$ cat config.mk
export PLATFORM = sky130hd
export DESIGN_NAME = vc_wrr_arbiter_flat
export DESIGN_NICKNAME = d
export VERILOG_FILES = /design/src/rtl/pcie_pkg.sv /design/src/rtl/vc_wrr_arbiter_if.sv /design/src/rtl/vc_wrr_arbiter_sat_counter.sv /design/src/rtl/vc_wrr_arbiter.sv /design/src/flat_wrapper.sv
export SDC_FILE = /design/constraint.sdc
export NUM_CORES = 1
export LEC_CHECK = 0
export CAP_MARGIN = 20
export CELL_PAD_IN_SITES_DETAIL_PLACEMENT = 0
export CELL_PAD_IN_SITES_GLOBAL_PLACEMENT = 1
export CORE_ASPECT_RATIO = 1.1
export CORE_UTILIZATION = 34
export CTS_CLUSTER_DIAMETER = 120
export DETAILED_ROUTE_END_ITERATION = 16
export GPL_TIMING_DRIVEN = 0
export HOLD_SLACK_MARGIN = 0.02
export PLACE_DENSITY_LB_ADDON = 0.1
export SYNTH_ARGS = -nofsm -noshare
export SYNTH_HDL_FRONTEND = slang
export SYNTH_SLANG_ARGS = --single-unit
$ cat constraint.sdc
create_clock -name clk -period 1.6 [get_ports clk]
set_clock_uncertainty 0.05 [all_clocks]
set_input_delay 0.24 -clock clk [delete_from_list [all_inputs] [get_ports clk]]
set_output_delay 0.24 -clock clk [all_outputs]
set_load 0.005 [all_outputs]
$ cat src/rtl/pcie_pkg.sv
// Shared definitions for the VC weighted round-robin scheduler.
//   - State encoding of the scheduler FSM (IDLE / SERVE0 / SERVE1).
//   - Encoding of the "last VC served" pointer.
//   - Default widths for the weight/credit path and the grant counters.
package pcie_pkg;

  localparam logic [1:0] IDLE   = 2'd0;
  localparam logic [1:0] SERVE0 = 2'd1;
  localparam logic [1:0] SERVE1 = 2'd2;

  typedef enum logic [1:0] {
    ST_IDLE   = IDLE,
    ST_SERVE0 = SERVE0,
    ST_SERVE1 = SERVE1
  } arb_state_e;

  localparam logic LAST_VC0 = 1'b0;
  localparam logic LAST_VC1 = 1'b1;

  localparam int WEIGHT_W_DEF = 4;
  localparam int CNT_W_DEF    = 8;

endpackage

$ cat src/rtl/vc_wrr_arbiter_if.sv
// Signal bundle between the scheduler, the VC FIFO pair and the mux path.
//   vc0_empty / vc1_empty : FIFO empty flags (FIFO side -> scheduler)
//   pause_d0 / pause_d1   : destination almost-full flags (dest -> scheduler)
//   pop_vc0 / pop_vc1     : FIFO read strobes (scheduler -> FIFO)
//   valid_vc0 / valid_vc1 : data-valid at the mux, one cycle after the pop
//   serving               : one-hot current grant, 00 when idle
//
// Handshake: a pop_vcx high in a cycle is a committed read; the FIFO
// advances at the next rising edge and the popped entry is marked valid at
// the mux by valid_vcx during the following cycle. There is no back-pressure
// on a single pop: the scheduler only raises pop_vcx while vcx_empty is low
// and neither pause flag is set, so a pop is never refused.
interface vc_wrr_arbiter_if;

  logic       vc0_empty;
  logic       vc1_empty;
  logic       pause_d0;
  logic       pause_d1;
  logic       pop_vc0;
  logic       pop_vc1;
  logic       valid_vc0;
  logic       valid_vc1;
  logic [1:0] serving;

  // Scheduler side.
  modport master (
    input  vc0_empty, vc1_empty, pause_d0, pause_d1,
    output pop_vc0, pop_vc1, valid_vc0, valid_vc1, serving
  );

  // FIFO / mux side.
  modport slave (
    output vc0_empty, vc1_empty, pause_d0, pause_d1,
    input  pop_vc0, pop_vc1, valid_vc0, valid_vc1, serving
  );

endinterface

$ cat src/rtl/vc_wrr_arbiter_sat_counter.sv
// Saturating up-counter used for the per-VC grant statistics.
//   clk   : clock
//   rst_n : asynchronous active-low clear
//   inc   : increment enable, ignored once the counter reads all ones
//   count : current value
module sat_counter #(
  parameter int W = 8
) (
  input  logic         clk,
  input  logic         rst_n,
  input  logic         inc,
  output logic [W-1:0] count
);

  logic [W-1:0] count_q;
  logic [W-1:0] count_d;

  always_comb begin
    count_d = count_q;
    if (inc && (count_q != {W{1'b1}})) begin
      count_d = count_q + 1'b1;
    end
  end

  always_ff @(posedge clk or negedge rst_n) begin
    if (!rst_n) begin
      count_q <= '0;
    end else begin
      count_q <= count_d;
    end
  end

  assign count = count_q;

endmodule

$ cat src/rtl/vc_wrr_arbiter.sv
// Weighted round-robin scheduler draining VC0/VC1 into the shared mux path.
//   clk, reset_L           : clock, asynchronous active-low reset
//   weight_vc0/weight_vc1  : consecutive-grant budget per VC (0 acts as 1)
//   vc_if (master)         : empty/pause in, pop/valid/serving out
//   grant_cnt0/grant_cnt1  : saturating pop counters per VC
//   dbg_state, dbg_credit  : FSM state and remaining credit for observation
module vc_wrr_arbiter
  import pcie_pkg::*;
#(
  parameter int WEIGHT_W = WEIGHT_W_DEF,
  parameter int CNT_W    = CNT_W_DEF
) (
  input  logic                clk,
  input  logic                reset_L,
  input  logic [WEIGHT_W-1:0] weight_vc0,
  input  logic [WEIGHT_W-1:0] weight_vc1,
  vc_wrr_arbiter_if.master    vc_if,
  output logic [CNT_W-1:0]    grant_cnt0,
  output logic [CNT_W-1:0]    grant_cnt1,
  output arb_state_e          dbg_state,
  output logic [WEIGHT_W-1:0] dbg_credit
);

  localparam logic [WEIGHT_W-1:0] ONE = WEIGHT_W'(1);

  arb_state_e          state_q, state_d;
  logic                last_q, last_d;
  logic [WEIGHT_W-1:0] credit_q, credit_d;
  logic                valid0_q, valid0_d;
  logic                valid1_q, valid1_d;

  logic                ne0, ne1, pause;
  logic                pop_vc0, pop_vc1;
  logic [1:0]          serving;
  logic [WEIGHT_W-1:0] w0_eff, w1_eff;

  assign ne0   = !vc_if.vc0_empty;
  assign ne1   = !vc_if.vc1_empty;
  assign pause = vc_if.pause_d0 | vc_if.pause_d1;

  // A zero weight would starve the VC, so it is promoted to one grant.
  assign w0_eff = (weight_vc0 == '0) ? ONE : weight_vc0;
  assign w1_eff = (weight_vc1 == '0) ? ONE : weight_vc1;

  // State register.
  always_ff @(posedge clk or negedge reset_L) begin
    if (!reset_L) begin
      state_q  <= ST_IDLE;
      last_q   <= LAST_VC1;  // makes VC0 the first VC served after reset
      credit_q <= '0;
      valid0_q <= 1'b0;
      valid1_q <= 1'b0;
    end else begin
      state_q  <= state_d;
      last_q   <= last_d;
      credit_q <= credit_d;
      valid0_q <= valid0_d;
      valid1_q <= valid1_d;
    end
  end

  // Next-state logic. Weights are only sampled where credit is loaded, so a
  // weight change lands at the next load and never mid-budget.
  always_comb begin
    state_d  = state_q;
    last_d   = last_q;
    credit_d = credit_q;
    valid0_d = pop_vc0;
    valid1_d = pop_vc1;
    case (state_q)
      ST_IDLE: begin
        // With both VCs pending, the one not served last wins.
        if (ne0 && (!ne1 || (last_q == LAST_VC1))) begin
          state_d  = ST_SERVE0;
          credit_d = w0_eff;
        end else if (ne1) begin
          state_d  = ST_SERVE1;
          credit_d = w1_eff;
        end
      end
      ST_SERVE0: begin
        if (!pause) begin
          if (ne0) begin
            credit_d = credit_q - ONE;
            if (credit_q == ONE) begin
              last_d = LAST_VC0;
              if (ne1) begin
                state_d  = ST_SERVE1;
                credit_d = w1_eff;
              end else begin
                credit_d = w0_eff;
              end
            end
          end else if (ne1) begin
            // Served VC ran dry: this cycle is the switch bubble.
            state_d  = ST_SERVE1;
            credit_d = w1_eff;
          end else begin
            state_d = ST_IDLE;
            last_d  = LAST_VC0;
          end
        end
      end
      ST_SERVE1: begin
        if (!pause) begin
          if (ne1) begin
            credit_d = credit_q - ONE;
            if (credit_q == ONE) begin
              last_d = LAST_VC1;
              if (ne0) begin
                state_d  = ST_SERVE0;
                credit_d = w0_eff;
              end else begin
                credit_d = w1_eff;
              end
            end
          end else if (ne0) begin
            state_d  = ST_SERVE0;
            credit_d = w0_eff;
          end else begin
            state_d = ST_IDLE;
            last_d  = LAST_VC1;
          end
        end
      end
      default: begin
        state_d = ST_IDLE;
      end
    endcase
  end

  // Output logic. Pops depend on the state register, so an asynchronous
  // reset drops them immediately without waiting for an edge.
  always_comb begin
    pop_vc0 = 1'b0;
    pop_vc1 = 1'b0;
    serving = 2'b00;
    case (state_q)
      ST_SERVE0: begin
        pop_vc0 = ne0 && !pause;
        serving = 2'b01;
      end
      ST_SERVE1: begin
        pop_vc1 = ne1 && !pause;
        serving = 2'b10;
      end
      default: begin
        serving = 2'b00;
      end
    endcase
  end

  assign vc_if.pop_vc0   = pop_vc0;
  assign vc_if.pop_vc1   = pop_vc1;
  assign vc_if.valid_vc0 = valid0_q;
  assign vc_if.valid_vc1 = valid1_q;
  assign vc_if.serving   = serving;

  assign dbg_state  = state_q;
  assign dbg_credit = credit_q;

  sat_counter #(.W(CNT_W)) u_cnt0 (
    .clk   (clk),
    .rst_n (reset_L),
    .inc   (pop_vc0),
    .count (grant_cnt0)
  );

  sat_counter #(.W(CNT_W)) u_cnt1 (
    .clk   (clk),
    .rst_n (reset_L),
    .inc   (pop_vc1),
    .count (grant_cnt1)
  );

endmodule

$ cat src/flat_wrapper.sv
// flat-port wrapper written by rule: the top's interface ports become plain ports
module vc_wrr_arbiter_flat import pcie_pkg::*;
#(
  parameter int WEIGHT_W = WEIGHT_W_DEF,
  parameter int CNT_W    = CNT_W_DEF
)
  (clk, reset_L, weight_vc0, weight_vc1, grant_cnt0, grant_cnt1, dbg_state, dbg_credit, vc_if_vc0_empty, vc_if_vc1_empty, vc_if_pause_d0, vc_if_pause_d1, vc_if_pop_vc0, vc_if_pop_vc1, vc_if_valid_vc0, vc_if_valid_vc1, vc_if_serving);
  vc_wrr_arbiter_if vc_if_i ();
  input  logic clk;
  input  logic reset_L;
  input  logic [WEIGHT_W-1:0] weight_vc0;
  input  logic [WEIGHT_W-1:0] weight_vc1;
  output logic [CNT_W-1:0] grant_cnt0;
  output logic [CNT_W-1:0] grant_cnt1;
  output arb_state_e dbg_state;
  output logic [WEIGHT_W-1:0] dbg_credit;
  input wire logic [$bits(vc_if_i.vc0_empty)-1:0] vc_if_vc0_empty;
  input wire logic [$bits(vc_if_i.vc1_empty)-1:0] vc_if_vc1_empty;
  input wire logic [$bits(vc_if_i.pause_d0)-1:0] vc_if_pause_d0;
  input wire logic [$bits(vc_if_i.pause_d1)-1:0] vc_if_pause_d1;
  output wire logic [$bits(vc_if_i.pop_vc0)-1:0] vc_if_pop_vc0;
  output wire logic [$bits(vc_if_i.pop_vc1)-1:0] vc_if_pop_vc1;
  output wire logic [$bits(vc_if_i.valid_vc0)-1:0] vc_if_valid_vc0;
  output wire logic [$bits(vc_if_i.valid_vc1)-1:0] vc_if_valid_vc1;
  output wire logic [$bits(vc_if_i.serving)-1:0] vc_if_serving;
  assign vc_if_i.vc0_empty = vc_if_vc0_empty;
  assign vc_if_i.vc1_empty = vc_if_vc1_empty;
  assign vc_if_i.pause_d0 = vc_if_pause_d0;
  assign vc_if_i.pause_d1 = vc_if_pause_d1;
  assign vc_if_pop_vc0 = vc_if_i.pop_vc0;
  assign vc_if_pop_vc1 = vc_if_i.pop_vc1;
  assign vc_if_valid_vc0 = vc_if_i.valid_vc0;
  assign vc_if_valid_vc1 = vc_if_i.valid_vc1;
  assign vc_if_serving = vc_if_i.serving;
  vc_wrr_arbiter #(.WEIGHT_W(WEIGHT_W), .CNT_W(CNT_W)) u_core (.clk(clk), .reset_L(reset_L), .weight_vc0(weight_vc0), .weight_vc1(weight_vc1), .vc_if(vc_if_i), .grant_cnt0(grant_cnt0), .grant_cnt1(grant_cnt1), .dbg_state(dbg_state), .dbg_credit(dbg_credit));
endmodule
## Word level (Yosys, flattened, before mapping)

Cells that the tools add are included.

- Add/sub/neg operators: 3
- Equality and inequality tests: 13
- Muxes and demuxes: 38
- Bitwise gates (word level): 1
- Reduce and logical (&&, ||, !) cells: 17

Operators with widths:

| operator | number |
|---|---|
| 2-to-1 mux 4 bit | 13 |
| 2-to-1 mux 2 bit | 10 |
| adder 8 x 1 -> 8 bit (second input constant) | 2 |
| != test 8 bit (second input constant) | 2 |
| != test 3 bit (second input constant) | 4 |
| one-hot mux 4 bit (3 select lines) | 1 |
| 2-to-1 mux 1 bit | 11 |
| zero test 4 bit | 2 |
| AND reduction 7 bit | 1 |
| != test 3 x 2 -> 1 bit (second input constant) | 2 |
| one-hot mux 2 bit (3 select lines) | 1 |
| logical AND 1 bit | 5 |
| AND reduction 5 bit | 1 |
| == test 4 x 1 -> 1 bit (second input constant) | 1 |
| != test 2 bit (second input constant) | 2 |
| one-hot mux 2 bit (2 select lines) | 1 |
| AND reduction 4 bit | 1 |
| subtractor 4 x 1 -> 4 bit (second input constant) | 1 |
| zero test 1 bit | 3 |
| nonzero test 3 bit | 1 |
| == test 2 x 1 -> 1 bit (second input constant) | 1 |
| == test 2 bit (second input constant) | 1 |
| zero test 2 bit | 1 |
| one-hot mux 1 bit (2 select lines) | 1 |
| 3 further kinds | 3 |

- Register bits: 25
- Input port bits: 14
- Output and inout bits: 28
- Logic and storage cells: 79

## Longest topological paths before layout

- Depth after elaboration: 7
- Mapped depth: 8
- Gate-level depth less buffers: 7

## By module

From an unflattened synthesis, not the netlist that was laid out.

- Cells, all modules: 206
- Area total of the unflattened synthesis: 1936.9 um^2

Modules (own cells, without submodules):

| module | instances | cells an instance | area an instance (um^2) | sequential area each (um^2) |
|---|---|---|---|---|
| vc_wrr_arbiter | 1 | 138 | 1121.1 | 226.5 |
| sat_counter | 2 | 34 | 407.9 | 200.2 |

## Least setup slack after synthesis

OpenSTA, ideal clock, no wires.

- Kind: reg2reg
- Start: reg u_core.state_q[1], in the netlist u_core.dbg_state[1]
- End: reg u_core.u_cnt0.count_q[1], in the netlist u_core.u_cnt0.count[1]
- Library setup time: 0.125 ns
- Arrival: 1.669 ns
- Required time: 1.425 ns
- Setup slack: -0.244 ns
- Stages on the path, launching flop included: 7
- Buffers on the path: 0
- Period minus slack after synthesis: 1.844 ns
- Cell sequence: dfrtp_1 -> inv_1 -> ha_1 -> and2b_1 -> nand2_1 -> a31oi_4 -> mux2_2

- Cells in the longest elaborated chain, start to end: 3

RTL lines:

| element | line | text |
|---|---|---|
| start: declaration | vc_wrr_arbiter.sv:26 | `arb_state_e state_q, state_d;` |
| start signal: assignment | vc_wrr_arbiter.sv:54 | `state_q <= state_d;` |
| == test 2 x 1 -> 1 bit | vc_wrr_arbiter.sv:138 | `case (state_q)` |
| 2-to-1 mux 1 bit | vc_wrr_arbiter.sv:138 |  |
| logical AND 1 bit | vc_wrr_arbiter_sat_counter.sv:20 | `if (inc && (count_q != {W{1'b1}})) begin` |
| end signal: assignment | vc_wrr_arbiter_sat_counter.sv:29 | `count_q <= count_d;` |
| end: declaration | vc_wrr_arbiter_sat_counter.sv:15 | `logic [W-1:0] count_q;` |

No other way between the ends.
A chain may end at the register's enable or synchronous reset.

## Worst setup path in the final report

- Start: reg u_core.state_q[1], in the netlist u_core.dbg_state[1]
- End: reg u_core.credit_q[0], in the netlist u_core.dbg_credit[0]

- Cells in the longest elaborated chain, start to end: 3
- Elaborated cells on any way between the ends: 9
- Classes of those cells: eq/ne: 5; mux: 1; reduce/logical: 3

RTL lines:

| element | line | text |
|---|---|---|
| == test 2 bit, or another cell as far along | vc_wrr_arbiter.sv:70 | `case (state_q)` |
| != test 3 bit (no source line), or another cell as far along | - |  |
| AND reduction 4 bit (no source line) | - |  |
| end signal: assignment | vc_wrr_arbiter.sv:56 | `credit_q <= credit_d;` |
| end: declaration | vc_wrr_arbiter.sv:28 | `logic [WEIGHT_W-1:0] credit_q, credit_d;` |

Several ways; a longest one is shown, not always the timed one.

==> impl_metrics.csv <==
group,metric,value,unit
routing,wirelength,5140,um
job,max_cap_viol_count,0,
placed_design,dp_hpwl,3430,um
pwr,powerDensity,1500,mW/mm^2
logic_synthesis,ys_ff_latch,25,
logic_synthesis,synth_area_leaders,"dfrtp_1 (34%), ha_1 (5.7%), mux2i_1 (4.6%)",
logic_synthesis,synth_area_per_cell,9.39,um^2
finish,fillers,456,
global_route,grt_usage,19.5,%
pwr,p_leak,1.19,nW
logic_synthesis,yosys.area.top_type,"dfrtp_1",
global_route,overflow,0,
worst_setup_path,cp_max_fo,6,
global_route,grt_max_degree,21,
routing,ant_nets,0,
routing,vias,1717,
pwr,peakVddDrop,0.000719,V
timing,slew_violations,0,
worst_setup_path,path_cells,"buf_6 -> buf_6 -> ha_4 -> buf_8 -> o22ai_4 -> and2_4 -> o2111a_1 -> o221ai_1 -> o311a_1",
die,io_pins,42,
finish,drive_above_1_share,36.7,%
routing,drc,0,
placed_design,gp_congestion,0.853,
worst_setup_path,crit_type,"reg -> reg",
clocking,cts-root-buf,"clkbuf_8",
routing,routedWlPerCell,16.4,um
logic_synthesis,synth_top_area_share,34.4,%
global_route,grt_pass1_vias,1702,
logic_synthesis,synth_cells,186,
die,initial_core_util,35.2,%
finish,nNetsFinal,279,
die,placementRows,27,
run_status,status,"finished, violations left",
timing,finalCriticalPeriod,1.88,ns
logic_synthesis,syn_area,0.00175,mm^2
logic_synthesis,yosysWarningCount,0,
die,die_w,70.3,um
clocking,cts-hold-fix-buffers,0,
timing,setup_viol,26,
global_route,antenna_found_initial,0,
die,core,0.00497,mm^2
timing,max_freq,0.532,GHz
timing,hold_violations,0,
finish,num_antenna_cells,0,
clocking,cts_buffers,3,
clocking,clock-sinks,25,
worst_setup_path,cp-start-kind,"flop",
worst_setup_path,crit_slowest_cell,"dfrtp_2",
timing,setup-tns-final,-3.46,ns
timing,slew_headroom,68.7,%
run_status,violations,"setup timing",
logic_synthesis,ys_seq_area_share,35.9,%
min_path,min_path_type,"in -> async",
finish,syn2layout_area_growth,56.7,%
timing,finalCritPeriodShare,117,%
die,die_area,0.00543,mm^2
timing,worstMarginPinSlew,0.468,ns
logic_synthesis,synth-edff-count,0,
clocking,htreeDepth,1,
worst_setup_path,crit_top_cell,"buf_6",
worst_setup_path,crit_arrival,1.99,ns
placed_design,dp_slack,-0.648,ns
timing,rsz0062_at_grt,"yes",
global_route,grt_pass1_wl,8580,um
routing,firstDrtPassIters,4,
logic_synthesis,ys_types,50,
routing,via_per_inst,5.47,
clocking,cts_tree,"done",
routing,drtIter0Drc,81,
placed_design,port_buffers,40,
clocking,clkLatencyLatePin,0.27,ns
logic_synthesis,syn_nets,208,
clocking,cts_buffer_depth,2,
timing,finalWorstSetupSlack,-0.279,ns
logic_synthesis,synth_ff_type,"dfrtp_1",
worst_setup_path,end_kind,"flop",
clocking,path_clk_slew,0.09,ns
logic_synthesis,ys_async_sr_fraction,100,%
worst_setup_path,cp_slowest_stage_delay,0.42,ns
worst_setup_path,required,1.71,ns
die,die_y,77.2,um
==> critical path, delay by kind of cell (launching register included) <==
family          cells  cell delay [ns]
buf+inv             3             0.36
compound gates      4             0.57
flops               1             0.42
simple gates        1             0.19
fa+ha+maj           1             0.17
==> stage by stage <==
stage / hold slack [ns] / area, um^2 / instances / power (mW) / util (%)
global route: 0.227 / 2740 / 314 / 4.41 / 55.1
global placement: 0.429 / 2290 / 284 / 3.03 / 46.2
floorplan: -0.106 / 1820 / 186 / 2.33 / -
detailed placement: 0.431 / 2320 / 285 / 3.05 / 46.7
finish: 0.236 / 2740 / 314 / 4.09 / 55.1
CTS: 0.234 / 2660 / 312 / 3.95 / 53.5
==> final timing paths <==
| check | to | slack, ns | cells past startpoint | from |
|---|---|---|---|---|
| worst max-delay path | u_core.dbg_credit[0]$_DFFE_PN0P_ | -0.28 | 9 | u_core.dbg_state[1]$_DFFE_PN0P_ |
| worst min-delay path | u_core.dbg_state[0]$_DFFE_PN0P_ | 0.24 | 1 | reset_L |
| worst max register to register | u_core.dbg_credit[0]$_DFFE_PN0P_ | -0.28 | 9 | u_core.dbg_state[1]$_DFFE_PN0P_ |
| worst min register to register | u_core.u_cnt0.count[7]$_DFFE_PN0P_ | 0.45 | 1 | u_core.u_cnt0.count[7]$_DFFE_PN0P_ |
| max in group asynchronous | u_core.dbg_credit[1]$_DFFE_PN0P_ | 0.80 | 2 | reset_L |
| min in group clk | u_core.dbg_credit[0]$_DFFE_PN0P_ | 0.39 | 4 | vc_if_vc0_empty |
==> power by group <==
group	leakage [nW]	internal [mW]	switching (mW)	total, mW
sequential	0.321	0.809	0.211	1.02
clock	0.0255	0.174	0.207	0.381
combinational	0.842	1.51	1.19	2.69
==> synthesized netlist by cell type (3+ instances only) <==
cell type,count
a21oi_1,15
and3_1,3
buf_2,3
dfrtp_1,24
ha_1,8
inv_1,6
mux2_2,4
mux2i_1,8
nand2_1,16
nand2b_1,3
nand3_1,7
nand4_1,6
nor2_1,13
nor2b_1,3
nor3_1,4
o21ai_0,7
xnor2_1,9
xor2_1,6
==> final cells by class <==
cell class / instances / area, um^2 / share of cell area (%)
clock buffers: 3 / 41.3 / 1.51
well taps: 58 / 72.6 / 2.65
flip-flops and latches: 25 / 633 / 23.1
repair buffers: 67 / 654 / 23.9
plain buffers: 7 / 68.8 / 2.51
inverters: 6 / 25.0 / 0.914
clock inverters: 1 / 5.00 / 0.183
multi-input cells: 147 / 1240 / 45.2
==> flip-flops by register name, summed over array words and instances (netlist names) <==
register,count
u_core.u_cnt0.count,8
u_core.u_cnt1.count,8
u_core.dbg_credit,4
u_core.dbg_state,2
u_core.last_q,1
u_core.vc_if.valid_vc0,1
u_core.vc_if.valid_vc1,1
==> repair_timing <==
item                       4_1_cts  5_1_grt
setup buffers                   23        3
resized for setup               42       24
setup endpoints to repair       28       29
pin swaps                       17        8
==> cell families after synthesis <==
| logic type | count (synthesis) | share of synthesized area (%) |
|---|---|---|
| AND/OR/NAND/NOR | 64 | 18.8 |
| adder cells (fa/ha/maj) | 8 | 5.73 |
| AO/OA/AOI/OAI | 48 | 20.3 |
| multiplexers | 12 | 7.16 |
| flip-flops | 25 | 35.9 |
| buffers and inverters | 14 | 4.51 |
| XOR/XNOR | 15 | 7.52 |
==> metal layers <==
layer | part of all wire, % | global-route usage (%) | wire, um | vias to the layer above
met5 | 0 | 0 | 0 | -
met2 | 52 | 34.7 | 2660 | 44
met1 | 43 | 23.8 | 2200 | 849
li1 | - | - | - | 815
met3 | 3.6 | 3.02 | 185 | 9
met4 | 1.9 | 6.00 | 97 | 0
==> layout by cell type (no fill, tap or decap), types with 3 or more instances in the layout <==
cell type        instances
buf_6                   13
nand2_2                  3
nor2_1                   9
dfrtp_1                 19
ha_1                     4
inv_2                    3
o21ai_1                  3
mux2i_1                  8
clkbuf_8                 3
dfrtp_2                  5
o21ai_0                  3
nand3_1                  6
nand4_1                  6
buf_4                   18
clkdlybuf4s50_1         33
xnor2_1                  9
ha_4                     3
nand2_1                 12
dlygate4sd2_1            3
mux2_4                   3
nor2_2                   3
xor2_1                   5
a21oi_1                 13
Note: power is estimated with default switching activity, not from simulation.
